## src/rtl/rx_eth_hdr_strip.sv

```systemverilog
// Ethernet RX header stripper: captures the 14-byte header into sideband registers,
// drops runt frames and re-aligns the payload to byte lane 0 on a registered AXI-stream.
module rx_eth_hdr_strip #(
    parameter int DATA_WIDTH = 64,
    parameter int KEEP_WIDTH = DATA_WIDTH / 8
) (
    input  logic                  clk,
    input  logic                  axis_resetn,
    input  logic [DATA_WIDTH-1:0] s_rx_axis_tdata,
    input  logic [KEEP_WIDTH-1:0] s_rx_axis_tkeep,
    input  logic                  s_rx_axis_tvalid,
    input  logic                  s_rx_axis_tlast,
    input  logic                  s_rx_axis_tuser,
    output logic                  s_rx_axis_tready,
    output logic [DATA_WIDTH-1:0] m_pl_axis_tdata,
    output logic [KEEP_WIDTH-1:0] m_pl_axis_tkeep,
    output logic                  m_pl_axis_tvalid,
    output logic                  m_pl_axis_tlast,
    output logic                  m_pl_axis_tuser,
    input  logic                  m_pl_axis_tready,
    output logic [47:0]           hdr_dst_mac,
    output logic [47:0]           hdr_src_mac,
    output logic [15:0]           hdr_len_type,
    output logic                  hdr_valid,
    output logic [31:0]           frame_cnt,
    output logic [15:0]           runt_cnt
);

    typedef enum logic [1:0] {
        HDR0  = 2'd0,
        HDR1  = 2'd1,
        BODY  = 2'd2,
        FLUSH = 2'd3
    } state_t;

    state_t                state_q, state_d;
    logic [15:0]           res_q, res_d;
    logic [1:0]            resKeep_q, resKeep_d;
    logic                  tuserLatch_q, tuserLatch_d;
    logic [47:0]           dstStage_q, dstStage_d;
    logic [15:0]           srcLoStage_q, srcLoStage_d;
    logic [DATA_WIDTH-1:0] outData_q, outData_d;
    logic [KEEP_WIDTH-1:0] outKeep_q, outKeep_d;
    logic                  outValid_q, outValid_d;
    logic                  outLast_q, outLast_d;
    logic                  outUser_q, outUser_d;
    logic [47:0]           hdrDst_q, hdrDst_d;
    logic [47:0]           hdrSrc_q, hdrSrc_d;
    logic [15:0]           hdrLen_q, hdrLen_d;
    logic                  hdrValid_q, hdrValid_d;
    logic [31:0]           frameCnt_q, frameCnt_d;
    logic [15:0]           runtCnt_q, runtCnt_d;

    logic                  ld;
    logic                  inReady;
    logic                  inAccept;
    logic                  runtHit;

    // Lanes whose keep bit is clear are forced to zero so stale residue never leaks out.
    function automatic logic [DATA_WIDTH-1:0] maskBytes(
        input logic [DATA_WIDTH-1:0] data,
        input logic [KEEP_WIDTH-1:0] keep
    );
        logic [DATA_WIDTH-1:0] masked;
        masked = '0;
        for (int i = 0; i < KEEP_WIDTH; i++) begin
            if (keep[i]) begin
                masked[8*i +: 8] = data[8*i +: 8];
            end
        end
        return masked;
    endfunction

    always_ff @(posedge clk or negedge axis_resetn) begin
        if (!axis_resetn) begin
            state_q      <= HDR0;
            res_q        <= '0;
            resKeep_q    <= '0;
            tuserLatch_q <= 1'b0;
            dstStage_q   <= '0;
            srcLoStage_q <= '0;
            outData_q    <= '0;
            outKeep_q    <= '0;
            outValid_q   <= 1'b0;
            outLast_q    <= 1'b0;
            outUser_q    <= 1'b0;
            hdrDst_q     <= '0;
            hdrSrc_q     <= '0;
            hdrLen_q     <= '0;
            hdrValid_q   <= 1'b0;
            frameCnt_q   <= '0;
            runtCnt_q    <= '0;
        end else begin
            state_q      <= state_d;
            res_q        <= res_d;
            resKeep_q    <= resKeep_d;
            tuserLatch_q <= tuserLatch_d;
            dstStage_q   <= dstStage_d;
            srcLoStage_q <= srcLoStage_d;
            outData_q    <= outData_d;
            outKeep_q    <= outKeep_d;
            outValid_q   <= outValid_d;
            outLast_q    <= outLast_d;
            outUser_q    <= outUser_d;
            hdrDst_q     <= hdrDst_d;
            hdrSrc_q     <= hdrSrc_d;
            hdrLen_q     <= hdrLen_d;
            hdrValid_q   <= hdrValid_d;
            frameCnt_q   <= frameCnt_d;
            runtCnt_q    <= runtCnt_d;
        end
    end

    always_comb begin
        state_d      = state_q;
        res_d        = res_q;
        resKeep_d    = resKeep_q;
        tuserLatch_d = tuserLatch_q;
        dstStage_d   = dstStage_q;
        srcLoStage_d = srcLoStage_q;
        outData_d    = outData_q;
        outKeep_d    = outKeep_q;
        outValid_d   = outValid_q;
        outLast_d    = outLast_q;
        outUser_d    = outUser_q;
        hdrDst_d     = hdrDst_q;
        hdrSrc_d     = hdrSrc_q;
        hdrLen_d     = hdrLen_q;
        hdrValid_d   = 1'b0;
        frameCnt_d   = frameCnt_q;
        runtCnt_d    = runtCnt_q;
        runtHit      = 1'b0;

        ld = !outValid_q || m_pl_axis_tready;

        case (state_q)
            BODY:    inReady = ld;
            FLUSH:   inReady = 1'b0;
            default: inReady = 1'b1;
        endcase
        inAccept = s_rx_axis_tvalid && inReady;

        // The output slot empties when consumed; a load below overrides this.
        if (ld) begin
            outValid_d = 1'b0;
        end

        case (state_q)
            HDR0: begin
                if (inAccept) begin
                    dstStage_d   = s_rx_axis_tdata[47:0];
                    srcLoStage_d = s_rx_axis_tdata[63:48];
                    if (s_rx_axis_tlast) begin
                        runtHit = 1'b1;
                    end else begin
                        state_d = HDR1;
                    end
                end
            end

            HDR1: begin
                if (inAccept) begin
                    res_d        = s_rx_axis_tdata[63:48];
                    resKeep_d    = s_rx_axis_tkeep[7:6];
                    tuserLatch_d = s_rx_axis_tuser;
                    if ((s_rx_axis_tkeep[5:0] != 6'h3F) ||
                        (s_rx_axis_tlast && (s_rx_axis_tkeep[7:6] == 2'b00))) begin
                        runtHit = 1'b1;
                        state_d = HDR0;
                    end else begin
                        hdrDst_d   = dstStage_q;
                        hdrSrc_d   = {s_rx_axis_tdata[31:0], srcLoStage_q};
                        hdrLen_d   = s_rx_axis_tdata[47:32];
                        hdrValid_d = 1'b1;
                        state_d    = s_rx_axis_tlast ? FLUSH : BODY;
                    end
                end
            end

            BODY: begin
                if (inAccept) begin
                    outValid_d = 1'b1;
                    outKeep_d  = {s_rx_axis_tkeep[5:0], resKeep_q};
                    outData_d  = maskBytes({s_rx_axis_tdata[47:0], res_q},
                                           {s_rx_axis_tkeep[5:0], resKeep_q});
                    res_d      = s_rx_axis_tdata[63:48];
                    resKeep_d  = s_rx_axis_tkeep[7:6];
                    outLast_d  = 1'b0;
                    outUser_d  = 1'b0;
                    if (s_rx_axis_tlast) begin
                        if (s_rx_axis_tkeep[7:6] == 2'b00) begin
                            outLast_d = 1'b1;
                            outUser_d = s_rx_axis_tuser;
                            state_d   = HDR0;
                        end else begin
                            tuserLatch_d = s_rx_axis_tuser;
                            state_d      = FLUSH;
                        end
                    end
                end
            end

            FLUSH: begin
                if (ld) begin
                    outValid_d = 1'b1;
                    outKeep_d  = {6'h00, resKeep_q};
                    outData_d  = maskBytes({48'h0, res_q}, {6'h00, resKeep_q});
                    outLast_d  = 1'b1;
                    outUser_d  = tuserLatch_q;
                    state_d    = HDR0;
                end
            end

            default: state_d = HDR0;
        endcase

        if (outValid_q && m_pl_axis_tready && outLast_q) begin
            frameCnt_d = frameCnt_q + 32'd1;
        end
        if (runtHit && (runtCnt_q != 16'hFFFF)) begin
            runtCnt_d = runtCnt_q + 16'd1;
        end
    end

    assign s_rx_axis_tready = inReady;
    assign m_pl_axis_tdata  = outData_q;
    assign m_pl_axis_tkeep  = outKeep_q;
    assign m_pl_axis_tvalid = outValid_q;
    assign m_pl_axis_tlast  = outLast_q;
    assign m_pl_axis_tuser  = outUser_q;
    assign hdr_dst_mac      = hdrDst_q;
    assign hdr_src_mac      = hdrSrc_q;
    assign hdr_len_type     = hdrLen_q;
    assign hdr_valid        = hdrValid_q;
    assign frame_cnt        = frameCnt_q;
    assign runt_cnt         = runtCnt_q;

endmodule

```

## config.mk

```make
export PLATFORM = sky130hd
export DESIGN_NAME = rx_eth_hdr_strip
export DESIGN_NICKNAME = d
export VERILOG_FILES = /design/src/rtl/rx_eth_hdr_strip.sv
export SDC_FILE = /design/constraint.sdc
export NUM_CORES = 1
export LEC_CHECK = 0
export ABC_AREA = 1
export CAP_MARGIN = 10
export CORE_ASPECT_RATIO = 0.8
export CORE_UTILIZATION = 29
export DETAILED_ROUTE_END_ITERATION = 8
export PLACE_DENSITY = 0.6
export SLEW_MARGIN = 10
export SYNTH_ARGS = -nofsm -noshare
export SYNTH_HDL_FRONTEND = slang
export SYNTH_SLANG_ARGS = --single-unit
export TNS_END_PERCENT = 50
```

## constraint.sdc

```tcl
create_clock -name clk -period 1.9 [get_ports clk]
set_input_delay 0.38 -clock clk [delete_from_list [all_inputs] [get_ports clk]]
set_output_delay 0.38 -clock clk [all_outputs]
set_load 0.01 [all_outputs]
```

### Word-level counts from Yosys, hierarchy flattened

Cells that the tools add are included.

* reductions and logical operators: 19
* bitwise gates (word level): 1
* multiplexer cells: 52
* equality and inequality tests: 12
* add/subtract/negate cells: 2

Operators with widths (number)
* $mux W64: 2
* $pmux W64 S2: 1
* $mux W8: 10
* $add A32 B1 Y32 const B: 1
* $mux W1: 23
* $add A16 B1 Y16 const B: 1
* $mux W2: 8
* $ne A16 B16 Y1 const B: 1
* $pmux W8 S2: 1
* $ne A2 B2 Y1 const B: 7
* $pmux W1 S2: 6
* $pmux W2 S4: 1
* $ne A6 B6 Y1 const B: 1
* $reduce_and A3 Y1: 2
* $reduce_and A6 Y1: 1
* $logic_and A1 B1 Y1: 5
* $reduce_and A5 Y1: 1
* $eq A2 B2 Y1 const B: 2
* $logic_not A2 Y1: 2
* $reduce_and A2 Y1: 2
* $reduce_bool A2 Y1: 2
* $eq A2 B1 Y1 const B: 1
* $logic_or A1 B1 Y1: 2
* $reduce_or A2 Y1: 1
* other kinds (2): 2

* register bits: 321
* input bits: 78

### Logic depth before layout (Yosys ltp)

Gate-level depths: netlist of the first run.

* depth in word-level cells: 7
* depth in mapped cells: 11
* gate-level depth less buffers: 10

### Least setup slack after synthesis of the first run

OpenSTA, ideal clock, no wires.

* kind: reg2reg
* start: reg state_q[0]
* end: reg hdrDst_q[10], in the netlist hdr_dst_mac[10]
* path slack: 0.207 ns
* path buffers: 2
* arrival time: 1.576 ns
* cell stages (with the launch flop): 12
* cell sequence: dfrtp_1 inv_1 ha_1 inv_2 nand2_2 nand2_1 nor2_2 nand2_4 buf_6 buf_2 nand2_1 o21ai_2

* cells in the longest elaborated chain, start to end: 4
* elaborated cells on any way between the ends: 6
* those cells by class: 3 x eq/ne; 1 x mux; 2 x reduce/logical

Ends and longest elaborated chain
* from (decl): line 36 `state_t state_q, state_d;`
* from (signal assigned): line 94 `state_q <= state_d;`
* $eq A2 B2 Y1: line 136 `case (state_q)`
* $pmux W1 S2: line 136
* $logic_and A1 B1 Y1: line 141 `inAccept = s_rx_axis_tvalid && inReady;`
* $reduce_and A3 Y1 (no line) (*)
* to (signal assigned): line 105 `hdrDst_q <= hdrDst_d;`
* to (decl): line 47 `logic [47:0] hdrDst_q, hdrDst_d;`

Mark *: on every way between the ends. The rest lies on a longest branch, timed or not.
A chain may end at the register's enable or synchronous reset.

### Worst setup path in the final report of the first run

* start: reg state_q[0]
* end: out s_rx_axis_tready

* cells in the longest elaborated chain, start to end: 2
* elaborated cells on any way between the ends: 3
* those cells by class: 2 x eq/ne; 1 x mux

Ends and longest elaborated chain
* $eq A2 B2 Y1: line 136
* $pmux W1 S2 (*): line 136
* to (decl): line 14 `output logic s_rx_axis_tready,`

Marks and branches as above.

==> results.md, run 1 <==
- Overall power: 24.25 mW
- Dominant cell type by area after synthesis: dfrtp_1
- Filler cells: 4392
- Most Frequent Cell on Critical Path: inv_2
- Synthesized cell area: 13480 sq um
- Worst Max-Slew Pin Slew: 0.4717 ns
- Pre-CTS setup slack: -0.3716 ns
- Die X-Extent: 243.0 um
- Ys flop type: dfrtp_1
- Max Cap Violations: 0
- Setup violators final: 1
- Die Ht: 194.8 um
- Fraction of registers with async set/reset: 100.0%
- Crit path DAT: 1.52 ns
- CP startpoint kind: flop
- Via Count: 11.21k
- RSZ-0062 raised after global routing: yes
- Lkg Pwr: 9.669 nW
- CP Cell Sequence: inv_2, ha_4, inv_2, nand2_2, nand2_2, inv_2, buf_6
- Ranking of synthesized cells by area: dfrtp_1, nand2_1, inv_1
- Synth Net Count: 1566
- Setup ws final: -0.001349 ns
- CP Max Fanout: 4
- Final period util: 100.1%
- WS Path Type: flop to output port
- Number of synthesized flops with an enable pin: 0
- Clk_lat worst skew: 0.53 ns
- Final Hold Fails: 0
- First-pass GRT wire length: 62430 um
- Root Driver: clkbuf_16
- Syn avg cell area: 9.100 sq um
- Ports: 315
- Register area share after synthesis: 59.60%
- Number of buffers created by CTS: 36
- Site row count: 70
- Detail Placement HPWL: 28230 um
- Status: finished, violations left
- CTS Buffer Depth: 3
- Final Max Slew Viols: 0
- Core Util, Final: 43.20%
- Peak supply drop: 0.7957 mV
- Drt drc: 0
- Failing checks: negative setup slack
- Setup Skew: 0.01382 ns
- Setup_tns: -0.001349 ns
- Tmin final: 1.901 ns
- Routed vias/inst: 4.425
- Netlist cell types: 30
- Area Overhead vs Synth: 46.82%
- #FFs+latches synth: 321
- CTS tree: done
- CP required: 1.52 ns
- Synth cell count leaders: nand2_1, dfrtp_1, inv_1
- Share of cells above drive strength 1: 13.81%
- DRT Pass-1 Iters: 5
- Largest net degree at the start of global routing: 62
- Clock H-tree levels: 2
- Vias in the first global route: 11.19k
- Sink Count: 321
- Ys Warns: 0
- Clk slew on worst S/H paths: 0.06 ns
- Initial antenna violation count: 5
- Initial core utilization: 29.42%
- Drt wl/cell: 16.09 um
- Max Freq: 525.9 MHz
- GR Util All Layers: 16.54%
- Nets: 1979
- Slowest-stage cell, CP: dfrtp_1
- Routability cong.: 0.8535
- Core area: 45810 sq um
- Pwr dens: 1226 nW/um^2
- Worst rel slew slack: 68.51%
- 1st-iter DRT viols: 614
- Port Buf Inserts: 314
- Total wire length: 40770 um
- Crit end category: output port
- Hold crit path type: input pin to asynchronous set/reset pin
- Die area: 47340 sq um
- Post-Syn Instances: 1481
- Remaining antenna violation count: 0
- Grt ovf: 0
- Most frequent cell after synthesis: nand2_1
- Top-area cell type share of the netlist area: 59.60%
- Crit-path max cell delay: 0.40 ns
## final cells by class
| cell class | instances | area (sq um) | area share, % |
|---|---|---|---|
| clock inverters | 18 | 262.8 | 1.328 |
| well taps | 612 | 765.7 | 3.870 |
| diodes | 2 | 5.005 | 0.02529 |
| clock buffers | 45 | 1016 | 5.135 |
| repair buffers | 425 | 4399 | 22.23 |
| inverters | 255 | 957.2 | 4.837 |
| multi-input cells | 855 | 4323 | 21.85 |
| flip-flops and latches | 321 | 8058 | 40.72 |
## path summary, 6_finish.rpt
kind	startpoint	to	slack (ns)	cells after the start
worst max-delay path	state_q[0]	s_rx_axis_tready	-0.001	7
worst min-delay path	axis_resetn	dstStage_q[17]	0.36	2
worst max register to register	state_q[0]	dstStage_q[47]	0.01	12
worst min register to register	hdr_dst_mac[18]	hdr_dst_mac[18]	0.48	2
max in group asynchronous	axis_resetn	frame_cnt[26]	0.85	3
min in group clk	s_rx_axis_tdata[63]	res_q[15]	0.45	3
## placed cells by master (no fill, tap or decap), types with 2 or more instances in the layout
cell and count:
buf_6 5, o22ai_2 5, clkinv_2 6, a31oi_1 2, ha_1 3, buf_4 78
clkbuf_16 44, o21ai_1 30, nand2_1 395, nor2_1 73, o22ai_1 59, ha_2 3
xor2_1 14, inv_2 5, o21ai_2 31, inv_1 250, buf_16 3, nand3_2 3
nand2_2 4, nand2_8 2, clkbuf_8 6, nand4_1 6, nor2_4 7, nand3_4 6
nor3_1 3, nand3b_1 3, clkinvlp_4 2, dlymetal6s2s_1 20, bufinv_16 6, inv_6 2
dfrtp_2 20, nand3_1 36, dfrtp_1 301, buf_12 18, xnor2_1 15, clkdlybuf4s50_1 245
dlygate4sd2_1 47, o21ai_0 149, diode_2 2, clkbuf_1 2
## through the flow
| stage | hold slack (ns) | instances | cell area (sq um) |
|---|---|---|---|
| 2_1_floorplan | 0.08441 | 1481 | 13480 |
| 3_3_place_gp | 0.3133 | 2434 | 17910 |
| 3_5_place_dp | 0.3104 | 2434 | 17910 |
| 4_1_cts | 0.3384 | 2504 | 19240 |
| 5_1_grt | 0.3663 | 2531 | 19780 |
| 6_report | 0.3552 | 2533 | 19790 |
## worst max-delay path: cells and delay by family (launching register included)
family,cells,cell delay [ns]
adder cells (fa/ha/maj),1,0.18
buffers and inverters,4,0.28
flip-flops,1,0.40
AND/OR/NAND/NOR,2,0.15
## flip-flops by register name (all words and copies together), names as in the netlist
signal,count
hdr_dst_mac,48
resKeep_q,2
hdr_len_type,16
frame_cnt,32
state_q,2
m_pl_axis_tdata,64
hdr_src_mac,48
m_pl_axis_tkeep,8
tuserLatch_q,1
runt_cnt,16
m_pl_axis_tvalid,1
dstStage_q,48
res_q,16
m_pl_axis_tuser,1
m_pl_axis_tlast,1
srcLoStage_q,16
hdr_valid,1
## report_power, final
group	internal (mW)	switching [mW]
Combinational	3.57	3.45
Sequential	8.78	0.941
Clock	4.63	2.89
Total	17.0	7.28
## cells by family (layout without fill, tap and decap cells)
family,Yosys count,after routing,synth area share [%]
AND/OR/NAND/NOR,540,542,16.41
flip-flops,321,321,59.60
adder cells (fa/ha/maj),7,7,0.6499
other,0,2,0
AO/OA/AOI/OAI,277,277,11.74
buffers and inverters,307,743,9.711
XOR/XNOR,29,29,1.885
## layer usage
metal	share of wire, %	vias to the layer above	global-route usage (%)
met2	45	269	25.43
met5	0.10	-	0
met4	2.2	6	4.729
li1	-	5486	-
met3	7.6	62	5.565
met1	45	5386	22.08
## repair_timing
action	in CTS	in global routing
hold endpoints to repair	29	0
pin swaps	2	7
hold buffers	1	0
gates cloned	0	10
setup endpoints to repair	212	120
resized for setup	78	49
buffers inserted	6	17
Power figures use the tool's default switching activity.
==> run 2: changes to the inputs <==
ABC_AREA = not set   (was 1)
CELL_PAD_IN_SITES_DETAIL_PLACEMENT = 1   (was not set)
CELL_PAD_IN_SITES_GLOBAL_PLACEMENT = 1   (was not set)
PLACE_DENSITY = 0.7   (was 0.6)
==> run 2 against run 1 <==
Compared with the run above: the flow still finishes with violations (negative setup slack); power is 5.1% higher; routed wire length is 0.49% higher; worst hold slack better by 0.0068 ns; synthesized area is 3.3% lower; non-clock buffer count is 14 higher; cell count is 20% lower; global-route usage is 1.0 points higher; via count is 17% lower; critical path depth is 1 higher; combinational power is 11% higher; sequential cell count stayed put; count of clock-buffer cells in the layout is 12 higher; highest routed layer is now met4.
==> results.md, run 2 <==
- Status: finished, violations left (unchanged)
- Failing checks: negative setup slack (unchanged)
- Setup violators final: 196 (was 1)
- Slowest-stage cell, CP: dfrtp_1 (unchanged)
- Vias in the first global route: 10.17k (was 11.19k)
- Number of synthesized flops with an enable pin: 0 (unchanged)
- Total wire length: 40970 um (was 40770 um)
- Max Freq: 489.9 MHz (was 525.9 MHz)
- First-pass GRT wire length: 62040 um (was 62430 um)
- Final Hold Fails: 0 (unchanged)
- R2R setup slack: -0.14 ns (was 0.01 ns)
- DRT Pass-1 Iters: 4 (was 5)
- Post-Syn Instances: 964 (was 1481)
- CP startpoint kind: flop (unchanged)
- Pre-CTS setup slack: -0.5482 ns (was -0.3716 ns)
- Largest net degree at the start of global routing: 44 (was 62)
- Number of buffers created by CTS: 37 (was 36)
- Worst Max-Slew Pin Slew: 0.4567 ns (was 0.4717 ns)
- Final Max Slew Viols: 0 (unchanged)
- Most frequent cell after synthesis: dfrtp_1 (was nand2_1)
- Initial antenna violation count: 1 (was 5)
- Peak supply drop: 0.5821 mV (was 0.7957 mV)
- Routability cong.: 0.7796 (was 0.8535)
- Hold crit path type: input pin to asynchronous set/reset pin (unchanged)
- Core Util, Final: 44.86% (was 43.20%)
- Die Ht: 191.6 um (was 194.8 um)
- Commonest non-fill, non-tap cell in the layout: dfrtp_1 (was nand2_1)
- Setup_tns: -18.63 ns (was -0.001349 ns)
- Initial core utilization: 29.38% (was 29.42%)
- Syn avg cell area: 13.52 sq um (was 9.100 sq um)
- Placed cell areas: 17640 sq um (was 17910 sq um)
- CP Cell Sequence: buf_4, ha_4, nand4_1, nor3_4, buf_6, nor4_4, nand4_1, mux2_4 (was inv_2, ha_4, inv_2, nand2_2, nand2_2, inv_2, buf_6)
- Setup ws final: -0.1414 ns (was -0.001349 ns)
- RSZ-0062 raised after global routing: yes (unchanged)
- #FFs+latches synth: 321 (unchanged)
- R2R Path Start: state_q[0] (unchanged)
- R2R cell count: 8 (was 12)
- Detail Placement HPWL: 27950 um (was 28230 um)
- Non-filler cells, final: 2030 (was 2533)
- Worst rel slew slack: 69.49% (was 68.51%)
- Ys Warns: 0 (unchanged)
- CP Max Fanout: 4 (unchanged)
- Sink Count: 321 (unchanged)
- Remaining antenna violation count: 0 (unchanged)
- Register area share after synthesis: 61.61% (was 59.60%)
- WS Path Type: flop to flop (was flop to output port)
- RR Endpoint: runt_cnt[11] (was dstStage_q[47])
- Most Frequent Cell on Critical Path: nand4_1 (was inv_2)
- Dominant cell type by area after synthesis: dfrtp_1 (unchanged)
- Drt drc: 0 (unchanged)
- Clk_lat worst skew: 0.53 ns (about the same)
- Number of flip-flops in the largest register: 64 (unchanged)
- Fin area: 19910 sq um (was 19790 sq um)
- Die area: 45810 sq um (was 47340 sq um)
- Commonest cells after routing, fill and taps aside: dfrtp_1, clkdlybuf4s50_1, nand2_1 (was nand2_1, dfrtp_1, inv_1)
- Cells after DPL: 1933 (was 2434)
- Via Count: 9283 (was 11.21k)
- GR Util All Layers: 17.56% (was 16.54%)
- CTS tree: done (unchanged)
- Area Overhead vs Synth: 52.69% (was 46.82%)
- Fraction of registers with async set/reset: 100.0% (unchanged)
- Lkg Pwr: 9.848 nW (was 9.669 nW)
- Synth Net Count: 1049 (was 1566)
- Clock H-tree levels: 2 (unchanged)
- Root Driver: clkbuf_16 (unchanged)
- Delay-heaviest family, CP: simple AND/OR/NAND/NOR gates (was flip-flops)
- Final period util: 107.4% (was 100.1%)
- Clk slew on worst S/H paths: 0.06 ns (about the same)
- Overall power: 25.48 mW (was 24.25 mW)
- Netlist cell types: 44 (was 30)
- Max Cap Violations: 0 (unchanged)
- CP Buf/Inv Count: 2 (was 4)
- Site row count: 69 (was 70)
- Pwr dens: 1280 nW/um^2 (was 1226 nW/um^2)
- Drt wl/cell: 20.18 um (was 16.09 um)
- Die X-Extent: 239.1 um (was 243.0 um)
- Synthesized cell area: 13040 sq um (was 13480 sq um)
- Top-area cell type share of the netlist area: 61.61% (was 59.60%)
- 1st-iter DRT viols: 505 (was 614)
- Core area: 44380 sq um (was 45810 sq um)
- Setup Skew: 0.02391 ns (was 0.01382 ns)
- Hold Slack: 0.3620 ns (was 0.3552 ns)
- Crit path DAT: 2.45 ns (was 1.52 ns)
- Ys flop type: dfrtp_1 (unchanged)
- Crit end category: flop (was output port)
- Share of cells above drive strength 1: 29.17% (was 13.81%)
- Synth cell count leaders: dfrtp_1, nand2_1, mux2_2 (was nand2_1, dfrtp_1, inv_1)
- CTS Buffer Depth: 3 (unchanged)
- Routed vias/inst: 4.573 (was 4.425)
- Ports: 315 (unchanged)
- Ranking of synthesized cells by area: dfrtp_1, mux2_2, mux2_4 (was dfrtp_1, nand2_1, inv_1)
- Port Buf Inserts: 314 (unchanged)
- CP required: 2.31 ns (was 1.52 ns)
- Tmin final: 2.041 ns (was 1.901 ns)
- Grt ovf: 0 (unchanged)
- Nets: 1483 (was 1979)
- Crit-path max cell delay: 0.40 ns (about the same)
==> run 2: area by class of cell <==
cell class	count	area, sq um
multi-input cells	595	5104
clock inverters	10	140.1
diodes	1	2.502
fillers	4612	24470
clock buffers	57	1124
flip-flops and latches	321	8038
repair buffers	439	4730
well taps	603	754.5
inverters	4	15.01
==> run 2: power breakdown <==
part	internal [mW]	switching, mW
Sequential	8.94	1.43
Clock	4.49	2.86
Combinational	4.74	3.01
Total	18.2	7.30
==> run 2: worst max path at each step <==
stage / from / endpoint / slack (ns) / depth (start not counted)
after floorplan: state_q[1] / hdr_dst_mac[0] / -0.18 / 9
after CTS: state_q[0] / srcLoStage_q[5] / -0.19 / 10
final: state_q[0] / runt_cnt[11] / -0.14 / 8
after global placement: s_rx_axis_tkeep[3] / hdr_len_type[4] / -0.48 / 8
after global routing: state_q[0] / runt_cnt[11] / -0.23 / 8
after detailed placement: s_rx_axis_tkeep[2] / hdr_len_type[5] / -0.55 / 8
==> run 2: cell families (layout without fill, tap and decap cells) <==
family,Yosys count,after routing,synth area share [%]
fa+ha+maj,7,7,0.6718
mux,199,199,19.16
xor+xnor,45,45,3.023
other cells,0,1,0
buf+inv,48,510,2.620
simple gates,326,326,12.02
flops,321,321,61.61
compound gates,18,18,0.9022
==> run 2: layer usage <==
| layer | vias to the layer above | wire length, um | GRT usage, % |
|---|---|---|---|
| met5 | - | 0 | 0 |
| met4 | 0 | 682 | 3.846 |
| met3 | 55 | 2514 | 4.585 |
| met2 | 237 | 19670 | 28.62 |
| met1 | 4796 | 18100 | 23.40 |
| li1 | 4195 | - | - |
==> run 2: repair_timing <==
item / CTS / global route
gates cloned: 7 / 6
hold endpoints to repair: 25 / 0
pin swaps: 8 / 5
hold buffers: 1 / 0
gates resized for setup: 112 / 89
buffers inserted: 9 / 8
endpoints found under the setup margin: 237 / 250
==> run 2: worst register-to-register path, delay by kind of cell (launching register included) <==
kind                       cells  cell delay [ns]
adders and majority gates      1             0.16
DFF                            1             0.40
muxes                          1             0.34
and+or+nand+nor                4             0.75
buffers and inverters          2             0.29
